--- src/rtl/ssp_rx_engine.sv ---
// SSP slave receive engine: synchronises the serial inputs to PCLK,
// deserialises WORD_SIZE-bit frames and strobes each word into the RX FIFO.
module ssp_rx_engine #(
    parameter int WORD_SIZE   = 8,
    parameter bit MSB_FIRST   = 1'b1,
    parameter int SYNC_STAGES = 2
) (
    input  logic                 PCLK,
    input  logic                 CLEAR,
    input  logic                 ENABLE,
    input  logic                 SSPCLKIN,
    input  logic                 SSPFSSIN,
    input  logic                 SSPRXD,
    input  logic                 FIFOFULL,
    input  logic                 OVR_CLR,
    output logic [WORD_SIZE-1:0] RXDATA,
    output logic                 RXWRITE,
    output logic                 RXBUSY,
    output logic                 RXOVR,
    output logic                 RXFRMERR
);

    typedef enum logic [1:0] {
        IDLE  = 2'd0,
        SHIFT = 2'd1,
        DONE  = 2'd2
    } state_t;

    localparam logic [4:0] LAST_BIT = 5'(WORD_SIZE - 1);

    logic [SYNC_STAGES-1:0] sclk_sync_q, sclk_sync_d;
    logic [SYNC_STAGES-1:0] fss_sync_q, fss_sync_d;
    logic [SYNC_STAGES-1:0] rxd_sync_q, rxd_sync_d;
    logic                   sclk_dly_q, sclk_dly_d;

    state_t                 state_q, state_d;
    logic [4:0]             bitcnt_q, bitcnt_d;
    logic [WORD_SIZE-1:0]   sr_q, sr_d;
    logic [WORD_SIZE-1:0]   rxdata_q, rxdata_d;
    logic                   rxwrite_q, rxwrite_d;
    logic                   rxbusy_q, rxbusy_d;
    logic                   rxovr_q, rxovr_d;
    logic                   rxfrmerr_q, rxfrmerr_d;

    logic                   sclk_s, fss_s, rxd_s;
    logic                   rise, fall, ovr_set;
    logic [WORD_SIZE-1:0]   sr_shift;

    // Identical synchroniser chains keep clock, frame sync and data aligned
    always_comb begin
        sclk_sync_d = {sclk_sync_q[SYNC_STAGES-2:0], SSPCLKIN};
        fss_sync_d  = {fss_sync_q[SYNC_STAGES-2:0], SSPFSSIN};
        rxd_sync_d  = {rxd_sync_q[SYNC_STAGES-2:0], SSPRXD};
        sclk_s      = sclk_sync_q[SYNC_STAGES-1];
        fss_s       = fss_sync_q[SYNC_STAGES-1];
        rxd_s       = rxd_sync_q[SYNC_STAGES-1];
        sclk_dly_d  = sclk_s;
        rise        = sclk_s & ~sclk_dly_q;
        fall        = ~sclk_s & sclk_dly_q;
    end

    // Shift-register input depends on the configured bit order
    always_comb begin
        if (MSB_FIRST) begin
            sr_shift = {sr_q[WORD_SIZE-2:0], rxd_s};
        end else begin
            sr_shift = {rxd_s, sr_q[WORD_SIZE-1:1]};
        end
    end

    // Frame FSM next state; the word is completed on the rise carrying its last bit
    always_comb begin
        state_d    = state_q;
        bitcnt_d   = bitcnt_q;
        sr_d       = sr_q;
        rxdata_d   = rxdata_q;
        rxwrite_d  = 1'b0;
        rxfrmerr_d = rxfrmerr_q;
        ovr_set    = 1'b0;
        if (!ENABLE) begin
            state_d  = IDLE;
            bitcnt_d = 5'd0;
        end else begin
            unique case (state_q)
                IDLE: begin
                    if (fall && fss_s) begin
                        state_d  = SHIFT;
                        bitcnt_d = 5'd0;
                    end
                end
                SHIFT: begin
                    if (rise) begin
                        sr_d     = sr_shift;
                        bitcnt_d = bitcnt_q + 5'd1;
                        if (bitcnt_q == LAST_BIT) begin
                            state_d = DONE;
                            if (FIFOFULL) begin
                                ovr_set = 1'b1;
                            end else begin
                                rxwrite_d = 1'b1;
                                rxdata_d  = sr_shift;
                            end
                        end
                    end else if (fall && fss_s && bitcnt_q != 5'd0) begin
                        rxfrmerr_d = 1'b1;
                        bitcnt_d   = 5'd0;
                    end
                end
                DONE: begin
                    if (fall) begin
                        state_d  = fss_s ? SHIFT : IDLE;
                        bitcnt_d = 5'd0;
                    end
                end
                default: begin
                    state_d  = IDLE;
                    bitcnt_d = 5'd0;
                end
            endcase
        end
        rxovr_d  = ovr_set | (rxovr_q & ~OVR_CLR);
        rxbusy_d = (state_d != IDLE);
    end

    // All state and registered outputs
    always_ff @(posedge PCLK or posedge CLEAR) begin
        if (CLEAR) begin
            sclk_sync_q <= '0;
            fss_sync_q  <= '0;
            rxd_sync_q  <= '0;
            sclk_dly_q  <= 1'b0;
            state_q     <= IDLE;
            bitcnt_q    <= 5'd0;
            sr_q        <= '0;
            rxdata_q    <= '0;
            rxwrite_q   <= 1'b0;
            rxbusy_q    <= 1'b0;
            rxovr_q     <= 1'b0;
            rxfrmerr_q  <= 1'b0;
        end else begin
            sclk_sync_q <= sclk_sync_d;
            fss_sync_q  <= fss_sync_d;
            rxd_sync_q  <= rxd_sync_d;
            sclk_dly_q  <= sclk_dly_d;
            state_q     <= state_d;
            bitcnt_q    <= bitcnt_d;
            sr_q        <= sr_d;
            rxdata_q    <= rxdata_d;
            rxwrite_q   <= rxwrite_d;
            rxbusy_q    <= rxbusy_d;
            rxovr_q     <= rxovr_d;
            rxfrmerr_q  <= rxfrmerr_d;
        end
    end

    assign RXDATA   = rxdata_q;
    assign RXWRITE  = rxwrite_q;
    assign RXBUSY   = rxbusy_q;
    assign RXOVR    = rxovr_q;
    assign RXFRMERR = rxfrmerr_q;

endmodule

--- config.mk ---
export PLATFORM = sky130hd
export DESIGN_NAME = ssp_rx_engine
export DESIGN_NICKNAME = d
export VERILOG_FILES = /design/src/rtl/ssp_rx_engine.sv
export SDC_FILE = /design/constraint.sdc
export NUM_CORES = 1
export LEC_CHECK = 0
export ABC_AREA = 1
export BUFFER_PORTS_ARGS = -buffer_cell sky130_fd_sc_hd__clkbuf_2
export CORE_MARGIN = 2
export CORE_UTILIZATION = 44
export DETAILED_ROUTE_END_ITERATION = 8
export HOLD_SLACK_MARGIN = 0.02
export PLACE_DENSITY = 0.75
export REMOVE_ABC_BUFFERS = 1
export SETUP_SLACK_MARGIN = 0.05
export SYNTH_ARGS = -nofsm -noshare
export SYNTH_HDL_FRONTEND = slang
export SYNTH_SLANG_ARGS = --single-unit
--- constraint.sdc ---
create_clock -name PCLK -period 1.8 [get_ports PCLK]
set_clock_uncertainty 0.15 [all_clocks]
set_input_delay 0.45 -clock PCLK [delete_from_list [all_inputs] [get_ports PCLK]]
set_output_delay 0.45 -clock PCLK [all_outputs]
set_load 0.05 [all_outputs]
== Word level (Yosys, flattened, before mapping) ==
Cells that the tools add are included.

* Bits in registers: 33
* Bits of input ports: 8
* Logic and storage cells: 60
* Output and inout bits: 12

* Bitwise gates (word level): 9
* $add $sub $neg: 1
* Mux-type cells: 23
* Reductions and logical operators: 9
* Equal/unequal tests: 6

{| class="wikitable"
|+ Operator list
! cell !! count
|-
| $mux W5 || 5
|-
| $pmux W5 S3 || 1
|-
| $mux W1 || 11
|-
| $mux W2 || 5
|-
| $ne A3 B3 Y1 const B || 2
|-
| $pmux W2 S3 || 1
|-
| $reduce_and A3 Y1 || 2
|-
| $add A5 B1 Y5 const B || 1
|-
| $eq A5 B3 Y1 const B || 1
|-
| $not A1 Y1 || 5
|-
| $reduce_and A5 Y1 || 1
|-
| $reduce_bool A5 Y1 || 1
|-
| $ne A4 B4 Y1 const B || 1
|-
| $reduce_and A4 Y1 || 1
|-
| $and A1 B1 Y1 || 3
|-
| $eq A2 B1 Y1 const B || 1
|-
| $eq A2 B2 Y1 const B || 1
|-
| $logic_and A1 B1 Y1 || 2
|-
| $logic_not A2 Y1 || 1
|-
| $reduce_bool A2 Y1 || 1
|-
| $or A1 B1 Y1 || 1
|}

== Logic depth before layout (Yosys ltp) ==
Gate-level depths: netlist of the first run.

* Depth in word-level cells: 8
* Mapped depth: 10
* Gate-level depth less buffers: 10

== Worst setup path after synthesis of the first run ==
OpenSTA, ideal clock, no wires.

* Kind: register -> register
* Start point: reg bitcnt_q[0]
* End point: reg rxdata_q[1] (netlist: RXDATA[1])
* Data required time: 1.531 ns
* Slack: 0.333 ns
* Library setup time: 0.119 ns
* Path buffers: 1
* Clock period less this slack: 1.467 ns
* Cell stages (with the launch flop): 8
* Arrival: 1.198 ns
* Path through: dfrtp_1 ha_1 nand2_1 nor2_2 nand3_4 buf_6 nand2_2 o21ai_2

* Cells in the longest elaborated chain, start to end: 2

{| class="wikitable"
|+ RTL lines
! element !! line !! text
|-
| start: declaration || 37 || <nowiki>logic [4:0] bitcnt_q, bitcnt_d;</nowiki>
|-
| start signal: assignment || 146 || <nowiki>bitcnt_q <= bitcnt_d;</nowiki>
|-
| $eq A5 B3 Y1 || 95 || <nowiki>if (bitcnt_q == LAST_BIT) begin</nowiki>
|-
| $reduce_and A5 Y1 (no source line) || - ||
|-
| end signal: assignment || 148 || <nowiki>rxdata_q <= rxdata_d;</nowiki>
|-
| end: declaration || 39 || <nowiki>logic [WORD_SIZE-1:0] rxdata_q, rxdata_d;</nowiki>
|}

Every way passes these cells.
A chain may end at the register's enable or synchronous reset.

== Final worst setup path of the first run ==
* Start point: reg bitcnt_q[0]
* End point: reg rxdata_q[3] (netlist: RXDATA[3])

The elaborated chain is that of the path after synthesis.

==> results of run 1 <==
## critical path: cells and delay by family (launching register included)
kind,cells,cell delay [ps]
simple gates,4,680
flops,1,420
fa+ha+maj,1,240
compound gates,1,50
## final timing paths
| kind | from | end | slack [ps] | cells past startpoint |
|---|---|---|---|---|
| worst max-delay path | bitcnt_q[0]$_DFFE_PP0P_ | RXDATA[3]$_DFFE_PP0P_ | 170 | 6 |
| worst min-delay path | CLEAR | RXBUSY$_DFF_PP0_ | 20 | 3 |
| worst max register to register | bitcnt_q[0]$_DFFE_PP0P_ | RXDATA[3]$_DFFE_PP0P_ | 170 | 6 |
| worst min register to register | sclk_sync_q[0]$_DFF_PP0_ | sclk_sync_q[1]$_DFF_PP0_ | 210 | 0 |
| max in group asynchronous | CLEAR | sr_q[5]$_DFFE_PP0P_ | 1190 | 3 |
| min in group PCLK | SSPRXD | rxd_sync_q[0]$_DFF_PP0_ | 70 | 1 |
## routing by layer
layer,GRT usage,up-vias
met1,0.1942,496
met4,0.07453,0
li1,-,515
met3,0.06823,8
met2,0.2550,25
met5,0,-
## synthesized netlist by cell type (2+ instances only)
| cell | number |
|---|---|
| nor2_2 | 2 |
| o21ai_0 | 8 |
| dfrtp_1 | 33 |
| inv_1 | 25 |
| nand3_1 | 6 |
| o21ai_2 | 7 |
| nand3_4 | 2 |
| nor2_1 | 9 |
| nand4_1 | 3 |
| buf_2 | 2 |
| nand2_2 | 3 |
| ha_1 | 2 |
| nand2_1 | 42 |
## kinds of logic after synthesis
| logic type | after synthesis |
|---|---|
| fa+ha+maj | 2 |
| simple gates | 69 |
| flops | 33 |
| compound gates | 18 |
| buf+inv | 28 |
## per-stage QoR
stage | setup WS [ps] | power [W]
finish | 172.2 | 0.001343
global route | 48.70 | 0.001419
CTS | 172.3 | 0.001359
detailed placement | 192.3 | 0.0009643
global placement | 245.0 | 0.0009547
floorplan | 338.0 | 0.0009220
## final cells by class
class,instances,area (µm²)
fill,284,1419
tap,44,55.05
inverter,25,93.84
clock buffer,6,41.29
multi-input combinational,90,498.0
clock inverter,2,10.01
sequential,33,825.8
timing repair buffer,21,110.1
## registers in the layout, indices dropped and copies added (netlist names)
| name | count |
|---|---|
| RXBUSY | 1 |
| rxd_sync_q | 2 |
| fss_sync_q | 2 |
| sclk_sync_q | 2 |
| RXDATA | 8 |
| sclk_dly_q | 1 |
| RXFRMERR | 1 |
| RXOVR | 1 |
| bitcnt_q | 5 |
| RXWRITE | 1 |
| sr_q | 7 |
| state_q | 2 |
## where the power goes
part | internal, W | leakage (nW) | switching, W
logic | 0.0000336 | 0.444 | 0.0000879
clock network | 0.000149 | 0.0320 | 0.000245
registers | 0.000797 | 0.423 | 0.0000303
==> insert_results.sql, run 1 <==
INSERT INTO impl_metrics (metric_group, metric, value, unit) VALUES
('yosys', 'synth.lib_cells_used.distinct', '19', ''),
('setup_path', 'critPathRequiredTime', '1880', 'ps'),
('final_layout', 'antennaDiodeCount', '0', ''),
('route', 'top_layer_used', 'met4', ''),
('timing', 'layout_worst_path_cycle_share', '0.9043', ''),
('yosys', 'netlist_area', '0.001421', 'mm²'),
('timing', 'timing.slew.headroom', '0.7318', ''),
('route', 'ant_nets', '0', ''),
('grt', 'antenna_found_initial', '0', ''),
('yosys', 'synthXorXnorAreaFrac', '0', ''),
('place', 'gp_routability_congestion', '0.8008', ''),
('route', 'detail_route.iter0.violations', '82', ''),
('route', 'first_pass_iters', '4', ''),
('timing', 'setup_viol', '0', ''),
('route', 'avgViaCountPerCell', '4.724', ''),
('timing', 'rsz0062_at_grt', 'no', ''),
('timing', 'final-max-slew-violation-count', '0', ''),
('place', 'post-place-cells', '212', ''),
('setup_path', 'cp_slowest_cell', 'dfrtp_1', ''),
('route', 'met3RoutedLength', '115', 'µm'),
('final_layout', 'syn2layout_area_growth', '14.97', '%'),
('final_layout', 'final_net_count', '186', ''),
('final_layout', 'finalNonFillerCells', '221', ''),
('yosys', 'synth_top_area_cell', 'dfrtp_1', ''),
('timing', 'max_freq', '0.6143', 'GHz'),
('timing', 'worst_hold_margin', '19.31', 'ps'),
('run', 'maxCapViolCount', '0', ''),
('yosys', 'synthAdderAreaFrac', '0.01761', ''),
('run_status', 'run_status', 'finished clean', ''),
('yosys', 'synth_compound_gate_area_share', '0.08715', ''),
('timing', 'setup_tns', '0', 'ps'),
('floorplan', 'ioPinCount', '20', ''),
('setup_path', 'critPathMaxStageDelay', '420', 'ps'),
('timing', 'hold_viol', '0', ''),
('clock_tree', 'cts-hold-fix-buffers', '0', ''),
('clock_tree', 'cts.root.buffer_cell', 'clkbuf_4', ''),
('yosys', 'synth.area.mux_share', '0', ''),
('clock_tree', 'cts_tree', 'yes', ''),
('place', 'placement.cell_area', '0.001565', 'mm²'),
('timing', 'actual_slew_at_the_worst_max_slew_pin', '402.2', 'ps'),
('final_layout', 'mostFrequentLayoutCell', 'nand2_1', ''),
('route', 'wirelength', '2.527', 'mm'),
('setup_path', 'setup.worst_path.end_class', 'flop', ''),
('floorplan', 'initial_utilization', '0.4656', ''),
('setup_path', 'series_of_cell_instances_along_the_critical_path', 'ha_1 -> nand2_1 -> nor2_2 -> nand3_4 -> nand2_1 -> o21ai_2', ''),
('route', 'vias', '1044', ''),
('clock_tree', 'cts_htree_levels', '2', ''),
('route', 'route.layer.met1.wl', '1.185', 'mm'),
('place', 'dp_hpwl', '1.762', 'mm'),
('route', 'wl_met2', '1.182', 'mm'),
('grt', 'grt_start_max_net_pins', '34', ''),
('yosys', 'postSynthAreaPerCell', '9.476', 'µm²'),
('yosys', 'synth_top_family_by_area', 'simple AND/OR/NAND/NOR gates', ''),
('setup_path', 'crit_top_cell', 'nand2_1', ''),
('power_and_ir_drop', 'ir_worst_vdd', '0.5101', 'mV'),
('clock_tree', 'numCtsBuffers', '5', ''),
('grt', 'number_of_global_route_vias_before_repair', '975', ''),
('clock_tree', 'post_cts_resize_count', '0', ''),
('yosys', 'synth_simple_gate_area_frac', '0.2333', ''),
('clock_tree', 'clkLatencyLatePin', '330', 'ps'),
('grt', 'grt_util_all_layers', '0.1621', ''),
('route', 'drc_errors', '0', ''),
('setup_path', 'critical_path.max_fanout', '8', ''),
('yosys', 'synth_seq_cells', '33', ''),
('floorplan', 'floorplan.die_area', '0.003701', 'mm²'),
('power_and_ir_drop', 'p_per_area', '821.9', 'mW/mm²'),
('power_and_ir_drop', 'leakage', '0.8995', 'nW'),
('timing', 'post-route-min-period', '1628', 'ps'),
('grt', 'globalRoute.totalOverflow', '0', ''),
('setup_path', 'critical_path_class', 'flop to flop', ''),
('setup_path', 'crit_path_start_kind', 'flop', '');
Power figures use the tool's default switching activity.
==> run 2, diff against run 1 <==
Settings changed: CTS_BUF_LIST set to sky130_fd_sc_hd__clkbuf_8, GPL_ROUTABILITY_DRIVEN set to 0, GPL_TIMING_DRIVEN set to 0.
==> run 2 against run 1 <==
Worst setup slack gained 21 ps. Hold slack improved by 79 ps. Die area stayed put. Wire length down 3.2%. Non-clock buffer count decreased by 1. Design area increased by 3.0%. Sequential share of layout area shrank 1.5 points. Via count decreased by 2.1%. Flip-flop and latch count is the same. Global-route usage down 0.66 points. First-iteration DRC count fell by 43%.
==> insert_results.sql, run 2 (synthesis results as in run 1) <==
INSERT INTO impl_metrics (metric_group, metric, value, unit) VALUES
('run_status', 'run_status', 'finished clean', ''),
('floorplan', 'initial_utilization', '0.4656', ''),
('clock_tree', 'clk_pin_slew', '70', 'ps'),
('power_and_ir_drop', 'switching_share', '0.2494', ''),
('final_layout', 'multi_input_comb_area', '503.0', 'µm²'),
('floorplan', 'std_cell_core_area', '0.003053', 'mm²'),
('place', 'io_buffers', '19', ''),
('final_layout', 'finalCoreUtilization', '0.5512', ''),
('route', 'wl_met2', '1.193', 'mm'),
('grt', 'antenna_found_initial', '0', ''),
('setup_path', 'critical_path_class', 'flop to flop', ''),
('final_layout', 'syn2layout_area_growth', '18.40', '%'),
('power_and_ir_drop', 'seq_power_share', '0.564', ''),
('setup_path', 'critical_path.max_fanout', '8', ''),
('timing', 'layout_worst_path_cycle_share', '0.8929', ''),
('clock_tree', 'clock_sink_count', '33', ''),
('timing', 'post-route-min-period', '1607', 'ps'),
('route', 'wl_per_cell', '11.12', 'µm'),
('clock_tree', 'cts_htree_levels', '2', ''),
('floorplan', 'floorplan.die.width', '60.84', 'µm'),
('timing', 'setup_viol', '0', ''),
('grt', 'grt_first_pass_wirelength', '4.167', 'mm'),
('place', 'placement.cell_area', '0.001550', 'mm²'),
('final_layout', 'fillerInstances', '289', ''),
('floorplan', 'die_y', '60.84', 'µm'),
('timing', 'timing.slew.headroom', '0.5462', ''),
('route', 'top_layer_used', 'met4', ''),
('power_and_ir_drop', 'design_power_total', '0.001463', 'W'),
('power_and_ir_drop', 'p_per_area', '869.4', 'mW/mm²'),
('timing', 'max_freq', '0.6222', 'GHz'),
('setup_path', 'crit_buf_inv', '0', ''),
('setup_path', 'series_of_cell_instances_along_the_critical_path', 'ha_1 -> nand2_1 -> nor2_4 -> nand3_4 -> nand2_2 -> o21ai_2', ''),
('timing', 'rsz0062_at_grt', 'no', ''),
('final_layout', 'layout-drive-gt1-share', '0.2500', ''),
('route', 'first_pass_iters', '4', ''),
('timing', 'setup_tns', '0', 'ps'),
('clock_tree', 'clock_path_buffers', '2', ''),
('timing', 'actual_slew_at_the_worst_max_slew_pin', '680.0', 'ps'),
('route', 'avgViaCountPerCell', '4.645', ''),
('route', 'wirelength', '2.446', 'mm'),
('clock_tree', 'cts-hold-fix-buffers', '0', ''),
('run', 'maxCapViolCount', '0', ''),
('power_and_ir_drop', 'clockPowerShare', '0.349', ''),
('setup_path', 'arrival', '1630', 'ps'),
('place', 'dp_hpwl', '1.664', 'mm'),
('final_layout', 'design_area', '0.001683', 'mm²'),
('power_and_ir_drop', 'ir_worst_vdd', '0.5361', 'mV'),
('route', 'ant_nets', '0', ''),
('power_and_ir_drop', 'p_int', '0.001098', 'W'),
('setup_path', 'critPathMaxStageDelay', '430', 'ps'),
('power_and_ir_drop', 'total_switching_power', '0.0003649', 'W'),
('route', 'detail_route.iter0.violations', '47', ''),
('floorplan', 'ioPinCount', '20', ''),
('final_layout', 'largest_register_ff_count', '8', ''),
('grt', 'globalRoute.totalOverflow', '0', ''),
('grt', 'grt_util_all_layers', '0.1555', ''),
('timing', 'hold_viol', '0', ''),
('setup_path', 'cp_slowest_cell', 'dfrtp_1', ''),
('route', 'vias', '1022', ''),
('clock_tree', 'numCtsBuffers', '5', ''),
('hold_path', 'hold_class', 'primary input to async pin', ''),
('final_layout', 'seq_area', '825.8', 'µm²'),
('setup_path', 'setup.worst_path.end_class', 'flop', ''),
('route', 'drc_errors', '0', ''),
('setup_path', 'critPathRequiredTime', '1820', 'ps'),
('power_and_ir_drop', 'leakage', '0.9193', 'nW'),
('route', 'met3RoutedLength', '105', 'µm'),
('floorplan', 'floorplan.die_area', '0.003701', 'mm²'),
('final_layout', 'antennaDiodeCount', '0', ''),
('final_layout', 'mostFrequentLayoutCell', 'nand2_1', ''),
('grt', 'number_of_global_route_vias_before_repair', '1001', ''),
('clock_tree', 'post_cts_buffers', '0', ''),
('setup_path', 'timing.critical_path.max_delay_family', 'simple AND/OR/NAND/NOR gates', ''),
('clock_tree', 'cts.root.buffer_cell', 'clkbuf_8', ''),
('power_and_ir_drop', 'share_of_power_burned_in_combinational_logic', '0.087', ''),
('timing', 'final-max-slew-violation-count', '0', ''),
('floorplan', 'fp-row-count', '20', ''),
('clock_tree', 'clkLatencyLatePin', '280', 'ps'),
('final_layout', 'layout_common_cells', 'nand2_1, dfrtp_1, inv_1', ''),
('route', 'route.layer.met1.wl', '1.110', 'mm'),
('setup_path', 'crit_path_start_kind', 'flop', ''),
('clock_tree', 'cts_tree', 'yes', ''),
('grt', 'grt_start_max_net_pins', '34', ''),
('final_layout', 'final_net_count', '185', '');
run 2: final timing paths:
| check | startpoint | to | slack [ps] | cells after the start |
|---|---|---|---|---|
| worst max-delay path | bitcnt_q[1]$_DFFE_PP0P_ | RXDATA[7]$_DFFE_PP0P_ | 190 | 6 |
| worst min register to register | rxd_sync_q[0]$_DFF_PP0_ | rxd_sync_q[1]$_DFF_PP0_ | 200 | 0 |
| worst min-delay path | CLEAR | sr_q[0]$_DFFE_PP0P_ | 100 | 2 |
| max in group asynchronous | CLEAR | RXDATA[5]$_DFFE_PP0P_ | 890 | 3 |
| min in group PCLK | SSPFSSIN | fss_sync_q[0]$_DFF_PP0_ | 130 | 1 |
| worst max register to register | bitcnt_q[1]$_DFFE_PP0P_ | RXDATA[7]$_DFFE_PP0P_ | 190 | 6 |
run 2: layout make-up:
class                           instances  area share
Timing Repair Buffer                   20     0.07286
Multi-Input combinational cell         90      0.2989
Inverter                               25     0.05576
Sequential cell                        33      0.4907
Clock inverter                          3    0.008178
Tap cell                               44     0.03271
Clock buffer                            5     0.04089
run 2: through the flow:
stage	setup slack [ps]	instances	hold slack [ps]
2_1_floorplan	338.0	147	181.2
3_3_place_gp	105.7	210	181.6
3_5_place_dp	71.55	210	186.5
4_1_cts	120.7	218	115.4
5_1_grt	70.94	220	109.6
6_report	192.8	220	98.23
run 2: power by group through the flow:
stage	combinational (W)	clock (W)	sequential [W]
after floorplan	0.0000835	0	0.000839
after global placement	0.000113	0	0.000838
after detailed placement	0.000121	0	0.000839
after CTS	0.000120	0.000536	0.000826
after global routing	0.000147	0.000564	0.000833
final	0.000127	0.000510	0.000826
run 2: what timing repair did:
item	CTS	global route
resized for setup	0	2
hold endpoints to repair	0	0
setup endpoints to repair	0	8
run 2: layer usage:
| metal | track usage | vias up |
|---|---|---|
| li1 | - | 512 |
| met1 | 0.1832 | 484 |
| met3 | 0.05970 | 6 |
| met4 | 0.08075 | 0 |
| met2 | 0.2473 | 20 |
| met5 | 0 | - |
==> run 3, diff against run 2 <==
Settings changed: CORE_UTILIZATION 44 to 40, PLACE_DENSITY 0.75 to 0.7.
==> run 3 against run 2 <==
Die area is 9.3% higher. Critical endpoint is now RXDATA[1]$_DFFE_PP0P_. Largest cell class unchanged. Clock-buffer cell count grew 1. Global-route usage shrank 1.3 points. Non-clock buffer count stayed put.
==> insert_results.sql, run 3 (synthesis results as in run 1) <==
INSERT INTO impl_metrics (metric_group, metric, value, unit) VALUES
('final_layout', 'syn2layout_area_growth', '20.95', '%'),
('timing', 'hold_viol', '0', ''),
('clock_tree', 'post_cts_buffers', '0', ''),
('run', 'maxCapViolCount', '0', ''),
('clock_tree', 'clock_path_buffers', '2', ''),
('power_and_ir_drop', 'seq_power_share', '0.501', ''),
('route', 'vias', '1041', ''),
('grt', 'number_of_global_route_vias_before_repair', '974', ''),
('power_and_ir_drop', 'leakage', '0.9328', 'nW'),
('timing', 'max_freq', '0.6238', 'GHz'),
('power_and_ir_drop', 'share_of_power_burned_in_combinational_logic', '0.077', ''),
('power_and_ir_drop', 'total_switching_power', '0.0003669', 'W'),
('power_and_ir_drop', 'clockPowerShare', '0.422', ''),
('setup_path', 'crit_path_start_kind', 'flop', ''),
('run_status', 'run_status', 'finished clean', ''),
('timing', 'final-max-slew-violation-count', '0', ''),
('setup_path', 'critical_path.max_fanout', '8', ''),
('timing', 'layout_worst_path_cycle_share', '0.8906', ''),
('route', 'wirelength', '2.557', 'mm'),
('grt', 'antenna_found_initial', '0', ''),
('route', 'ant_nets', '0', ''),
('route', 'top_layer_used', 'met4', ''),
('setup_path', 'setup.worst_path.end_class', 'flop', ''),
('setup_path', 'critical_path_class', 'flop to flop', ''),
('route', 'wl_per_cell', '11.52', 'µm'),
('timing', 'worst_hold_margin', '66.07', 'ps'),
('floorplan', 'std_cell_core_area', '0.003363', 'mm²'),
('place', 'dp_hpwl', '1.763', 'mm'),
('grt', 'globalRoute.totalOverflow', '0', ''),
('grt', 'grt_first_pass_wirelength', '4.340', 'mm'),
('route', 'drc_errors', '0', ''),
('floorplan', 'fp-row-count', '21', ''),
('clock_tree', 'cts-hold-fix-buffers', '0', ''),
('clock_tree', 'cts_tree', 'yes', ''),
('final_layout', 'design_area', '0.001719', 'mm²'),
('clock_tree', 'clk_pin_slew', '70', 'ps'),
('clock_tree', 'cts.root.buffer_cell', 'clkbuf_8', ''),
('power_and_ir_drop', 'p_per_area', '959.0', 'mW/mm²'),
('timing', 'rsz0062_at_grt', 'no', ''),
('power_and_ir_drop', 'p_int', '0.001282', 'W'),
('grt', 'grt_start_max_net_pins', '34', ''),
('route', 'first_pass_iters', '4', ''),
('place', 'placement.cell_area', '0.001553', 'mm²'),
('final_layout', 'layout-drive-gt1-share', '0.2500', ''),
('clock_tree', 'clock_sink_count', '33', ''),
('setup_path', 'arrival', '1620', 'ps'),
('floorplan', 'floorplan.die.width', '63.61', 'µm'),
('route', 'met3RoutedLength', '132', 'µm'),
('hold_path', 'hold_class', 'primary input to async pin', ''),
('final_layout', 'layout_common_cells', 'nand2_1, dfrtp_1, inv_1', ''),
('clock_tree', 'post_cts_resize_count', '0', ''),
('route', 'wl_met2', '1.256', 'mm'),
('route', 'avgViaCountPerCell', '4.689', ''),
('floorplan', 'floorplan.die_area', '0.004046', 'mm²'),
('timing', 'actual_slew_at_the_worst_max_slew_pin', '610.2', 'ps'),
('setup_path', 'critPathRequiredTime', '1820', 'ps'),
('final_layout', 'mostFrequentLayoutCell', 'nand2_1', ''),
('grt', 'grt_util_all_layers', '0.1423', ''),
('final_layout', 'antennaDiodeCount', '0', ''),
('clock_tree', 'cts_htree_levels', '2', ''),
('timing', 'post-route-min-period', '1603', 'ps'),
('final_layout', 'final_net_count', '185', ''),
('clock_tree', 'numCtsBuffers', '5', ''),
('final_layout', 'largest_register_ff_count', '8', ''),
('timing', 'timing.slew.headroom', '0.5928', ''),
('route', 'route.layer.met1.wl', '1.124', 'mm'),
('power_and_ir_drop', 'ir_worst_vdd', '0.5444', 'mV'),
('place', 'io_buffers', '19', ''),
('floorplan', 'initial_utilization', '0.4226', ''),
('timing', 'setup_tns', '0', 'ps'),
('floorplan', 'die_y', '63.61', 'µm'),
('clock_tree', 'clkLatencyLatePin', '280', 'ps'),
('route', 'detail_route.iter0.violations', '63', ''),
('power_and_ir_drop', 'switching_share', '0.2226', ''),
('timing', 'setup_viol', '0', ''),
('floorplan', 'ioPinCount', '20', '');
[run 3: cell count changes in the layout (fill, tap and decap cells not counted)]
| cell | previous run | this run |
|---|---|---|
| clkinv_2 | 2 | 0 |
| bufinv_16 | 0 | 1 |
| clkbuf_8 | 5 | 6 |
[run 3: layout make-up]
class | instances | area (µm²)
fillers | 334 | 1644
well taps | 46 | 57.56
multi-input cells | 90 | 503.0
flip-flops and latches | 33 | 825.8
clock buffers | 6 | 82.58
clock inverters | 2 | 33.78
repair buffers | 20 | 122.6
inverters | 25 | 93.84
[run 3: worst paths after layout]
kind | start | to | slack (ps) | depth (start not counted)
min in group PCLK | SSPFSSIN | fss_sync_q[0]$_DFF_PP0_ | 120 | 1
hold / removal | CLEAR | sr_q[1]$_DFFE_PP0P_ | 70 | 2
max in group asynchronous | CLEAR | bitcnt_q[4]$_DFFE_PP0P_ | 920 | 3
hold reg to reg | rxd_sync_q[0]$_DFF_PP0_ | rxd_sync_q[1]$_DFF_PP0_ | 200 | 0
setup reg to reg | bitcnt_q[1]$_DFFE_PP0P_ | RXDATA[1]$_DFFE_PP0P_ | 200 | 6
setup / recovery | bitcnt_q[1]$_DFFE_PP0P_ | RXDATA[1]$_DFFE_PP0P_ | 200 | 6
[run 3: routing by layer]
layer,GRT usage,vias up
met5,0,-
met1,0.1684,491
met4,0.05707,0
met3,0.05357,6
li1,-,515
met2,0.2329,29
[run 3: power groups by stage]
| stage | Combinational, W | Sequential (W) | Clock, W |
|---|---|---|---|
| global route | 0.000148 | 0.000834 | 0.000753 |
| CTS | 0.000121 | 0.000827 | 0.000719 |
| finish | 0.000127 | 0.000826 | 0.000695 |
| detailed placement | 0.000120 | 0.000841 | 0 |
| global placement | 0.000113 | 0.000838 | 0 |
| floorplan | 0.0000835 | 0.000839 | 0 |
[run 3: worst max-delay path: stages, from the launching register on]
cell	delay [ps]
dfrtp_1	410
ha_1	250
nand2_1	120
nor2_4	210
nand3_4	190
nand2_2	110
o21ai_2	50
[run 3: per-stage QoR]
| step | setup WS (ps) | utilization | total power [W] | instances |
|---|---|---|---|---|
| 3_3_place_gp | 75.29 | 0.4617 | 0.0009506 | 212 |
| 4_1_cts | 139.2 | 0.4963 | 0.001667 | 220 |
| 2_1_floorplan | 338.0 | - | 0.0009220 | 147 |
| 5_1_grt | 59.63 | 0.5112 | 0.001735 | 222 |
| 3_5_place_dp | 57.87 | 0.4617 | 0.0009615 | 212 |
| 6_report | 196.9 | 0.5112 | 0.001649 | 222 |
